===== src/rtl/mdu_if.sv =====
// Handshake and result bundle between the execute-stage control and the
// iterative multiply/divide unit.
interface mdu_if #(
  parameter int DATA_W = 32
);
  logic              start;
  logic [5:0]        funct;
  logic [DATA_W-1:0] rs_val;
  logic [DATA_W-1:0] rt_val;
  logic              flush;
  logic              busy;
  logic              done;
  logic [DATA_W-1:0] hi;
  logic [DATA_W-1:0] lo;

  modport master (
    output start, funct, rs_val, rt_val, flush,
    input  busy, done, hi, lo
  );

  modport slave (
    input  start, funct, rs_val, rt_val, flush,
    output busy, done, hi, lo
  );
endinterface


===== src/rtl/mdu_iter.sv =====
// Iterative radix-2 multiply/divide unit owning the HI/LO registers.
// Define MDU_FAST_MUL_EN to compute MULT/MULTU with a single-cycle multiplier.
module mdu_iter #(
  parameter int DATA_W = 32,
  parameter int CNT_W  = 6
) (
  input logic   clk,
  input logic   rst,
  mdu_if.slave  bus
);

  localparam logic [5:0] F_MULT  = 6'b011000;
  localparam logic [5:0] F_MULTU = 6'b011001;
  localparam logic [5:0] F_DIV   = 6'b011010;
  localparam logic [5:0] F_DIVU  = 6'b011011;
  localparam logic [5:0] F_MTHI  = 6'b010001;
  localparam logic [5:0] F_MTLO  = 6'b010011;

  typedef enum logic [1:0] {IDLE, CALC, FIN} state_t;

  state_t state_q, state_d;

  logic [2*DATA_W-1:0] acc_q;
  logic [DATA_W-1:0]   opnd_q;
  logic [DATA_W-1:0]   src_q;
  logic [CNT_W-1:0]    cnt_q;
  logic                mul_q;
  logic                neg_lo_q;
  logic                neg_hi_q;
  logic                dz_q;
  logic [DATA_W-1:0]   hi_q, lo_q;
  logic                done_q;

  logic is_mul, is_div, is_signed, accept, launch, last;
  logic [DATA_W-1:0] a_abs, b_abs;

  always_comb begin
    is_mul    = (bus.funct == F_MULT) || (bus.funct == F_MULTU);
    is_div    = (bus.funct == F_DIV)  || (bus.funct == F_DIVU);
    is_signed = (bus.funct == F_MULT) || (bus.funct == F_DIV);
    accept    = bus.start && !bus.flush && (state_q == IDLE);
    launch    = accept && (is_mul || is_div);
    last      = (cnt_q == CNT_W'(DATA_W - 1));
    a_abs     = (is_signed && bus.rs_val[DATA_W-1]) ? -bus.rs_val : bus.rs_val;
    b_abs     = (is_signed && bus.rt_val[DATA_W-1]) ? -bus.rt_val : bus.rt_val;
  end

  always_comb begin
    state_d = state_q;
    unique case (state_q)
      IDLE: begin
        if (launch) begin
`ifdef MDU_FAST_MUL_EN
          state_d = is_mul ? FIN : CALC;
`else
          state_d = CALC;
`endif
        end
      end
      CALC: begin
        if (bus.flush)  state_d = IDLE;
        else if (last)  state_d = FIN;
      end
      FIN:     state_d = IDLE;
      default: state_d = IDLE;
    endcase
  end

  // Multiply keeps {partial product, remaining multiplier bits} in acc;
  // divide keeps {partial remainder, dividend bits turning into quotient}.
  logic [DATA_W:0]     mul_sum;
  logic [2*DATA_W-1:0] mul_next;
  logic [DATA_W:0]     div_shift;
  logic [DATA_W:0]     div_diff;
  logic                div_ge;
  logic [2*DATA_W-1:0] div_next;

  always_comb begin
    mul_sum   = {1'b0, acc_q[2*DATA_W-1:DATA_W]} + (acc_q[0] ? {1'b0, opnd_q} : '0);
    mul_next  = {mul_sum, acc_q[DATA_W-1:1]};
    div_shift = {acc_q[2*DATA_W-1:DATA_W], acc_q[DATA_W-1]};
    div_diff  = div_shift - {1'b0, opnd_q};
    div_ge    = (div_shift >= {1'b0, opnd_q});
    div_next  = {(div_ge ? div_diff[DATA_W-1:0] : div_shift[DATA_W-1:0]),
                 acc_q[DATA_W-2:0], div_ge};
  end

  logic [2*DATA_W-1:0] prod_raw, prod_fix;
  logic [DATA_W-1:0]   quot_fix, rem_fix;

  always_comb begin
`ifdef MDU_FAST_MUL_EN
    // Fast path never enters CALC, so acc low half still holds |multiplier|.
    prod_raw = {{DATA_W{1'b0}}, opnd_q} * {{DATA_W{1'b0}}, acc_q[DATA_W-1:0]};
`else
    prod_raw = acc_q;
`endif
    prod_fix = neg_lo_q ? -prod_raw : prod_raw;
    quot_fix = neg_lo_q ? -acc_q[DATA_W-1:0] : acc_q[DATA_W-1:0];
    rem_fix  = neg_hi_q ? -acc_q[2*DATA_W-1:DATA_W] : acc_q[2*DATA_W-1:DATA_W];
  end

  always_ff @(posedge clk) begin
    if (rst) begin
      state_q  <= IDLE;
      acc_q    <= '0;
      opnd_q   <= '0;
      src_q    <= '0;
      cnt_q    <= '0;
      mul_q    <= 1'b0;
      neg_lo_q <= 1'b0;
      neg_hi_q <= 1'b0;
      dz_q     <= 1'b0;
      hi_q     <= '0;
      lo_q     <= '0;
      done_q   <= 1'b0;
    end else begin
      state_q <= state_d;
      done_q  <= 1'b0;
      unique case (state_q)
        IDLE: begin
          if (accept && bus.funct == F_MTHI) hi_q <= bus.rs_val;
          if (accept && bus.funct == F_MTLO) lo_q <= bus.rs_val;
          if (launch) begin
            cnt_q  <= '0;
            mul_q  <= is_mul;
            src_q  <= bus.rs_val;
            dz_q   <= is_div && (bus.rt_val == '0);
            opnd_q <= is_mul ? a_abs : b_abs;
            acc_q  <= {{DATA_W{1'b0}}, (is_mul ? b_abs : a_abs)};
            neg_lo_q <= is_signed && (bus.rs_val[DATA_W-1] ^ bus.rt_val[DATA_W-1]);
            neg_hi_q <= is_signed && bus.rs_val[DATA_W-1];
          end
        end
        CALC: begin
          if (!bus.flush) begin
            acc_q <= mul_q ? mul_next : div_next;
            cnt_q <= cnt_q + 1'b1;
          end
        end
        FIN: begin
          if (!bus.flush) begin
            done_q <= 1'b1;
            if (mul_q) begin
              hi_q <= prod_fix[2*DATA_W-1:DATA_W];
              lo_q <= prod_fix[DATA_W-1:0];
            end else if (dz_q) begin
              hi_q <= src_q;
              lo_q <= '1;
            end else begin
              hi_q <= rem_fix;
              lo_q <= quot_fix;
            end
          end
        end
        default: ;
      endcase
    end
  end

  assign bus.busy = (state_q != IDLE);
  assign bus.done = done_q;
  assign bus.hi   = hi_q;
  assign bus.lo   = lo_q;

endmodule


===== src/flat_wrapper.sv =====
// flat-port wrapper written by rule: the top's interface ports become plain ports
module mdu_iter_flat 
#(
  parameter int DATA_W = 32,
  parameter int CNT_W  = 6
)
  (clk, rst, bus_start, bus_funct, bus_rs_val, bus_rt_val, bus_flush, bus_busy, bus_done, bus_hi, bus_lo);
  mdu_if #(.DATA_W(DATA_W)) bus_i ();
  input logic clk;
  input logic rst;
  input wire logic [$bits(bus_i.start)-1:0] bus_start;
  input wire logic [$bits(bus_i.funct)-1:0] bus_funct;
  input wire logic [$bits(bus_i.rs_val)-1:0] bus_rs_val;
  input wire logic [$bits(bus_i.rt_val)-1:0] bus_rt_val;
  input wire logic [$bits(bus_i.flush)-1:0] bus_flush;
  output wire logic [$bits(bus_i.busy)-1:0] bus_busy;
  output wire logic [$bits(bus_i.done)-1:0] bus_done;
  output wire logic [$bits(bus_i.hi)-1:0] bus_hi;
  output wire logic [$bits(bus_i.lo)-1:0] bus_lo;
  assign bus_i.start = bus_start;
  assign bus_i.funct = bus_funct;
  assign bus_i.rs_val = bus_rs_val;
  assign bus_i.rt_val = bus_rt_val;
  assign bus_i.flush = bus_flush;
  assign bus_busy = bus_i.busy;
  assign bus_done = bus_i.done;
  assign bus_hi = bus_i.hi;
  assign bus_lo = bus_i.lo;
  mdu_iter #(.DATA_W(DATA_W), .CNT_W(CNT_W)) u_core (.clk(clk), .rst(rst), .bus(bus_i));
endmodule

===== config.mk =====
export PLATFORM = sky130hd
export DESIGN_NAME = mdu_iter_flat
export DESIGN_NICKNAME = d
export VERILOG_FILES = /design/src/rtl/mdu_if.sv /design/src/rtl/mdu_iter.sv /design/src/flat_wrapper.sv
export SDC_FILE = /design/constraint.sdc
export NUM_CORES = 1
export LEC_CHECK = 0
export CORE_UTILIZATION = 35
export CTS_CLUSTER_SIZE = 25
export DETAILED_ROUTE_END_ITERATION = 7
export GPL_ROUTABILITY_DRIVEN = 0
export HOLD_SLACK_MARGIN = 0.03
export PLACE_DENSITY = 0.65
export SLEW_MARGIN = 20
export SYNTH_ARGS = -nofsm -noshare
export SYNTH_HDL_FRONTEND = slang
export SYNTH_SLANG_ARGS = --single-unit

===== constraint.sdc =====
create_clock -name clk -period 4.5 [get_ports clk]
set_input_delay 1.35 -clock clk [delete_from_list [all_inputs] [get_ports clk]]
set_output_delay 1.35 -clock clk [all_outputs]
set_load 0.02 [all_outputs]

== Yosys cells after proc, flatten, opt, wreduce, memory -nomap -nowiden ==
Cells that the tools add are included.

* Register bits after elaboration: 205
* Input bits: 74
* Output and inout bits: 66
* Word-level logic and storage cells: 94

* Add/subtract/negate cells: 8
* Order comparisons: 1
* Equality and inequality tests: 15
* Mux-type cells: 31
* Bitwise logic cells: 2
* Reduce and logical (&&, ||, !) cells: 25

{| class="wikitable"
|+ Operators by type and width
! kind !! number
|-
| 32-bit two-way mux || 16
|-
| 64-bit two-way mux || 4
|-
| 32-bit negation || 4
|-
| 32-bit one-hot mux with 2 select lines || 2
|-
| 64-bit one-hot mux with 2 select lines || 1
|-
| 64-bit negation || 1
|-
| 6-bit by 5-bit equality test with 1-bit output, second input constant || 7
|-
| 32-bit by 32-bit adder with 33-bit output || 1
|-
| 33-bit by 32-bit greater-or-equal comparator with 1-bit output || 1
|-
| 32-bit logical NOT || 1
|-
| 32-bit subtractor || 1
|-
| 6-bit two-way mux || 2
|-
| 6-bit one-hot mux with 2 select lines || 1
|-
| 1-bit logical AND || 9
|-
| 3-bit AND reduction || 3
|-
| 2-bit != test, second input constant || 4
|-
| 6-bit by 1-bit adder with 6-bit output, second input constant || 1
|-
| 2-bit two-way mux || 3
|-
| 2-bit nonzero test || 3
|-
| 1-bit logical OR || 4
|-
| 2-bit one-hot mux with 2 select lines || 1
|-
| 2-bit AND reduction || 2
|-
| 3-bit by 2-bit != test with 1-bit output, second input constant || 1
|-
| 2-bit by 1-bit equality test with 1-bit output, second input constant || 1
|-
| other kinds (8) || 8
|}

== Longest topological paths before layout ==
* Word-level depth: 7
* Gate-level depth with buffers: 15
* Gate-level depth less buffers: 14

== Worst setup path after synthesis ==
OpenSTA, ideal clock, no wires.

* Path kind: input to register
* From: input bus_rs_val[5]
* To: register u_core.acc_q[30]
* Library setup time: 0.132 ns
* Arrival: 3.636 ns
* Required time: 4.368 ns
* Setup slack: 0.731 ns
* Stages on the path: 11
* Buffers on the path: 1
* Path through: clkbuf_1 > or4_1 > nor4_1 > nand2_1 > nor3_2 > a41o_1 > xor2_1 > nand2_1 > o211a_1 > o21ai_1 > a21oi_1

* Cells in the longest elaborated chain, start to end: 5

{| class="wikitable"
|+ Ends and longest elaborated chain
! what !! line !! RTL
|-
| from (decl) || flat_wrapper.sv:13 || <nowiki>input wire logic [$bits(bus_i.rs_val)-1:0] bus_rs_val;</nowiki>
|-
| 32-bit negation || mdu_iter.sv:44 || <nowiki>a_abs = (is_signed && bus.rs_val[DATA_W-1]) ? -bus.rs_val : bus.rs_val;</nowiki>
|-
| 32-bit two-way mux || mdu_iter.sv:44 ||
|-
| 32-bit two-way mux || mdu_iter.sv:130 || <nowiki>acc_q <= {{DATA_W{1'b0}}, (is_mul ? b_abs : a_abs)};</nowiki>
|-
| 64-bit two-way mux || mdu_iter.sv:124 || <nowiki>if (launch) begin</nowiki>
|-
| 64-bit one-hot mux with 2 select lines || mdu_iter.sv:120 || <nowiki>unique case (state_q)</nowiki>
|-
| to (signal assigned) || mdu_iter.sv:130 ||
|-
| to (signal assigned) || mdu_iter.sv:137 || <nowiki>acc_q <= mul_q ? mul_next : div_next;</nowiki>
|-
| to (decl) || mdu_iter.sv:23 || <nowiki>logic [2*DATA_W-1:0] acc_q;</nowiki>
|}

Every way passes these cells. The select of a mux whose other input is x is not followed.
A chain may end at the register's enable or synchronous reset.

== Worst setup path in the final report ==
* From: register u_core.acc_q[0]
* To: register u_core.acc_q[57]

* Cells in the longest elaborated chain, start to end: 5

{| class="wikitable"
|+ Ends and longest elaborated chain
! what !! line !! RTL
|-
| 32-bit two-way mux || mdu_iter.sv:79 || <nowiki>mul_sum = {1'b0, acc_q[2*DATA_W-1:DATA_W]} + (acc_q[0] ? {1'b0, opnd_q} : '0);</nowiki>
|-
| 32-bit by 32-bit adder with 33-bit output || mdu_iter.sv:79 ||
|-
| 64-bit two-way mux || mdu_iter.sv:137 ||
|-
| 64-bit two-way mux || mdu_iter.sv:136 || <nowiki>if (!bus.flush) begin</nowiki>
|-
| 64-bit one-hot mux with 2 select lines || mdu_iter.sv:120 ||
|}

Every way passes these cells. The select of a mux whose other input is x is not followed.

==> impl_metrics.yaml <==
run_status:
  status: "finished, violations left"
  violations: "design-rule violations"
die:
  core_um2: 46900
  io_pins: 140
  dieWidth_um: 221
  start_util_pct: 35.7
  dieArea_um2: 48700
  rows: 79
  fp.dieH_um: 221
yosys:
  yosysTopAreaCellShare_pct: 24.5
  ys_warn_count: 0
  syn-num-nets: 2535
  synth_edf_count: 0
  syn_area_per_cell_um2: 7.00
  syn_inst: 2390
  synthTopCellsByArea: "dfxtp_1, a21oi_1, nand2_1, o21ai_0, ha_1"
  ys_ff_latch: 205
  synth_cell_type_count: 73
  synthArstFlopShare_pct: 0
  yosysTopAreaCell: "dfxtp_1"
  synth_area_um2: 16700
  ys.flop_type: "dfxtp_1"
  ys_seq_area_share_pct: 24.5
cts:
  htreeDepth: 1
  cts_made_buffers: 25
  post_cts_buffers: 0
  clkLatencyLatePin_ns: 0.58
  ctsHoldBuffers: 0
  clock-sinks: 205
  cts_resized: 0
  clkTransAtPathRegs_ns: 0.06
  clock_tree.root_cell: "clkbuf_16"
  cts_buffer_depth: 3
  tritoncts: "yes"
placed_design:
  dp_hpwl_um: 52900
  portBuffers: 139
setup_path:
  required_ns: 4.93
  crit_top_cell: "a21oi_1"
  r2r_cells: 13
  cpPeakStageDelay_ns: 0.70
  crit_slowest_cell: "a311oi_1"
  r2r_start: "u_core.acc_q[0]$_SDFFE_PP0P_"
  path_max_fanout: 12
  worstSetupStartpointType: "flip-flop"
  r2r_slack_ns: 0.50
  rr_endpoint: "u_core.acc_q[57]$_SDFFE_PP0P_"
  path_class: "reg -> reg"
  endpoint_kind: "flip-flop"
  arrival_ns: 4.43
  path_cells: "inv_1 > buf_4 > nor2_1 > ha_1 > a21o_1 > a21oi_1 > a21oi_1 > o2111ai_1 > o31ai_1 > a311oi_1 > o21ai_0 > xnor2_1 > o221ai_1"
final_layout:
  final_common_cell: "nand2_1"
  utilization_pct: 42.3
  synthToLayoutAreaGrowth_pct: 18.6
  nets: 2618
  multi_input_area_um2: 11700
  mostFrequentLayoutCells: "nand2_1, a21oi_1, nor2_1, dfxtp_1, o21ai_0"
  fillCellCount: 4833
  regArea_um2: 4110
  final_layout_size_suffix_gt1_share_pct: 7.07
global_route:
  gr-usage-all-layers_pct: 27.9
  grt_pass1_wl_um: 105000
  grt_max_degree: 88
  grt_antenna_before_repair: 5
  grt_pass1_vias: 17585
  grt-ovfl-total: 0
timing:
  tightest_slew_ns: 1.02
  layout_min_cycle_time_ns: 4.00
  grt_setup_unrepaired: "false"
  clock_skew_ns: 0.0187
  fin_hold_ws_ns: 0.451
  final_max_slew_viol_count: 0
  setup_viol: 0
  post-route-period-util_pct: 88.9
  fin_tns_setup_ns: 0
  fmax_mhz: 250
  hold_violations: 0
  relSlewSlack_pct: 32.0
drt:
  dr_total_vias: 19142
  routedWlPerCell_um: 22.5
  drt-pass1-iter-count: 8
  antenna_left: 0
  vias_per_cell: 6.17
  drt_iter0_drc: 2131
  drc: 7
  routed_wl_um: 69600
power:
  p_leak_nw: 7.17
  irDropWorstVdd_v: 0.000292
  p_per_area_nw_per_um2: 226
run:
  cap_violations: 0
min_path:
  hold-path-endpoint: "u_core.opnd_q[14]$_SDFFE_PP0P_"
  hold_path_class: "reg -> reg"
  holdPathStages: 2
  min_from: "u_core.opnd_q[14]$_SDFFE_PP0P_"
==> through the flow <==
stage	power [mW]	setup slack [ns]	instances	instance area, um2
3_5_place_dp	2.49	0.136	3053	19000
5_1_grt	4.60	0.406	3098	19800
6_report	4.48	0.499	3100	19800
4_1_cts	4.47	0.673	3098	19800
3_3_place_gp	2.49	0.215	3053	19000
2_1_floorplan	2.21	0.731	2390	16700
==> how the worst max path moves through the flow <==
stage / startpoint / end / slack (ns) / cells past startpoint
2_1_floorplan: bus_rs_val[5] / u_core.acc_q[30]$_SDFFE_PP0P_ / 0.73 / 11
3_3_place_gp: bus_rs_val[14] / u_core.acc_q[26]$_SDFFE_PP0P_ / 0.22 / 13
3_5_place_dp: bus_rs_val[14] / u_core.acc_q[26]$_SDFFE_PP0P_ / 0.14 / 13
4_1_cts: u_core.acc_q[0]$_SDFFE_PP0P_ / u_core.acc_q[57]$_SDFFE_PP0P_ / 0.67 / 13
5_1_grt: u_core.acc_q[0]$_SDFFE_PP0P_ / u_core.acc_q[59]$_SDFFE_PP0P_ / 0.41 / 15
6_report: u_core.acc_q[0]$_SDFFE_PP0P_ / u_core.acc_q[57]$_SDFFE_PP0P_ / 0.50 / 13
==> state kept, by name, indices dropped and copies added, names as in the netlist <==
register / flops
u_core.acc_q: 64
u_core.mul_q: 1
u_core.src_q: 32
u_core.bus.hi: 32
u_core.neg_hi_q: 1
u_core.dz_q: 1
u_core.cnt_q: 6
u_core.bus.done: 1
u_core.neg_lo_q: 1
u_core.state_q: 2
u_core.bus.lo: 32
u_core.opnd_q: 32
==> cells by family after synthesis <==
kind of cell,count (synthesis),synth area share [%]
buffers and inverters,254,5.80
adders and majority gates,71,5.40
muxes,48,2.88
and+or+nand+nor,876,24.3
DFF,205,24.5
xor gates and xnor gates,173,9.06
AOI/OAI and AO/OA,763,28.1
==> final cells by class <==
type,instances,area share [%]
clock inverter,13,0.523
timing repair buffer,238,11.1
sequential,205,20.7
inverter,72,1.36
multi-input combinational,1931,59.0
antenna,2,0.0252
clock buffer,32,3.49
tap,607,3.83
==> synthesized netlist by cell type (all sizes together), types with 14 or more instances <==
| cell type | instances |
|---|---|
| buf | 21 |
| a21oi | 270 |
| nand2 | 339 |
| o22ai | 15 |
| nand2b | 18 |
| nand4 | 25 |
| and3 | 15 |
| dfxtp | 205 |
| clkbuf | 161 |
| mux2i | 47 |
| a21o | 22 |
| o221ai | 39 |
| nor3 | 70 |
| ha | 69 |
| xor2 | 76 |
| inv | 72 |
| o211ai | 33 |
| o31ai | 32 |
| a31oi | 24 |
| o21ai | 181 |
| or4 | 15 |
| a311oi | 14 |
| xnor2 | 97 |
| or3 | 30 |
| a211oi | 45 |
| nand3 | 47 |
| nor4 | 21 |
| nor2 | 229 |
==> per-layer routing <==
layer	part of all wire, %	track usage, %	vias to the layer above	wire length (um)
met5	0.099	0	-	69
met4	5.0	12.1	8	3450
met3	11	7.66	219	7800
met2	44	43.4	1066	30500
met1	40	36.1	9076	27800
li1	-	-	8773	-
==> worst max-delay path, delay by kind of cell (launching register included) <==
kind	cells	cell delay, ns
AO/OA/AOI/OAI	8	2.26
buffers and inverters	2	0.65
adder cells (fa/ha/maj)	1	0.35
flip-flops	1	0.34
XOR/XNOR	1	0.20
AND/OR/NAND/NOR	1	0.06
==> where the power goes <==
part	leakage, nW	switching [mW]	internal, mW
combinational	5.13	0.412	0.228
clock	0.379	0.897	1.10
sequential	1.65	0.0162	1.83
total	7.17	1.33	3.15
Power figures use the tool's default switching activity.
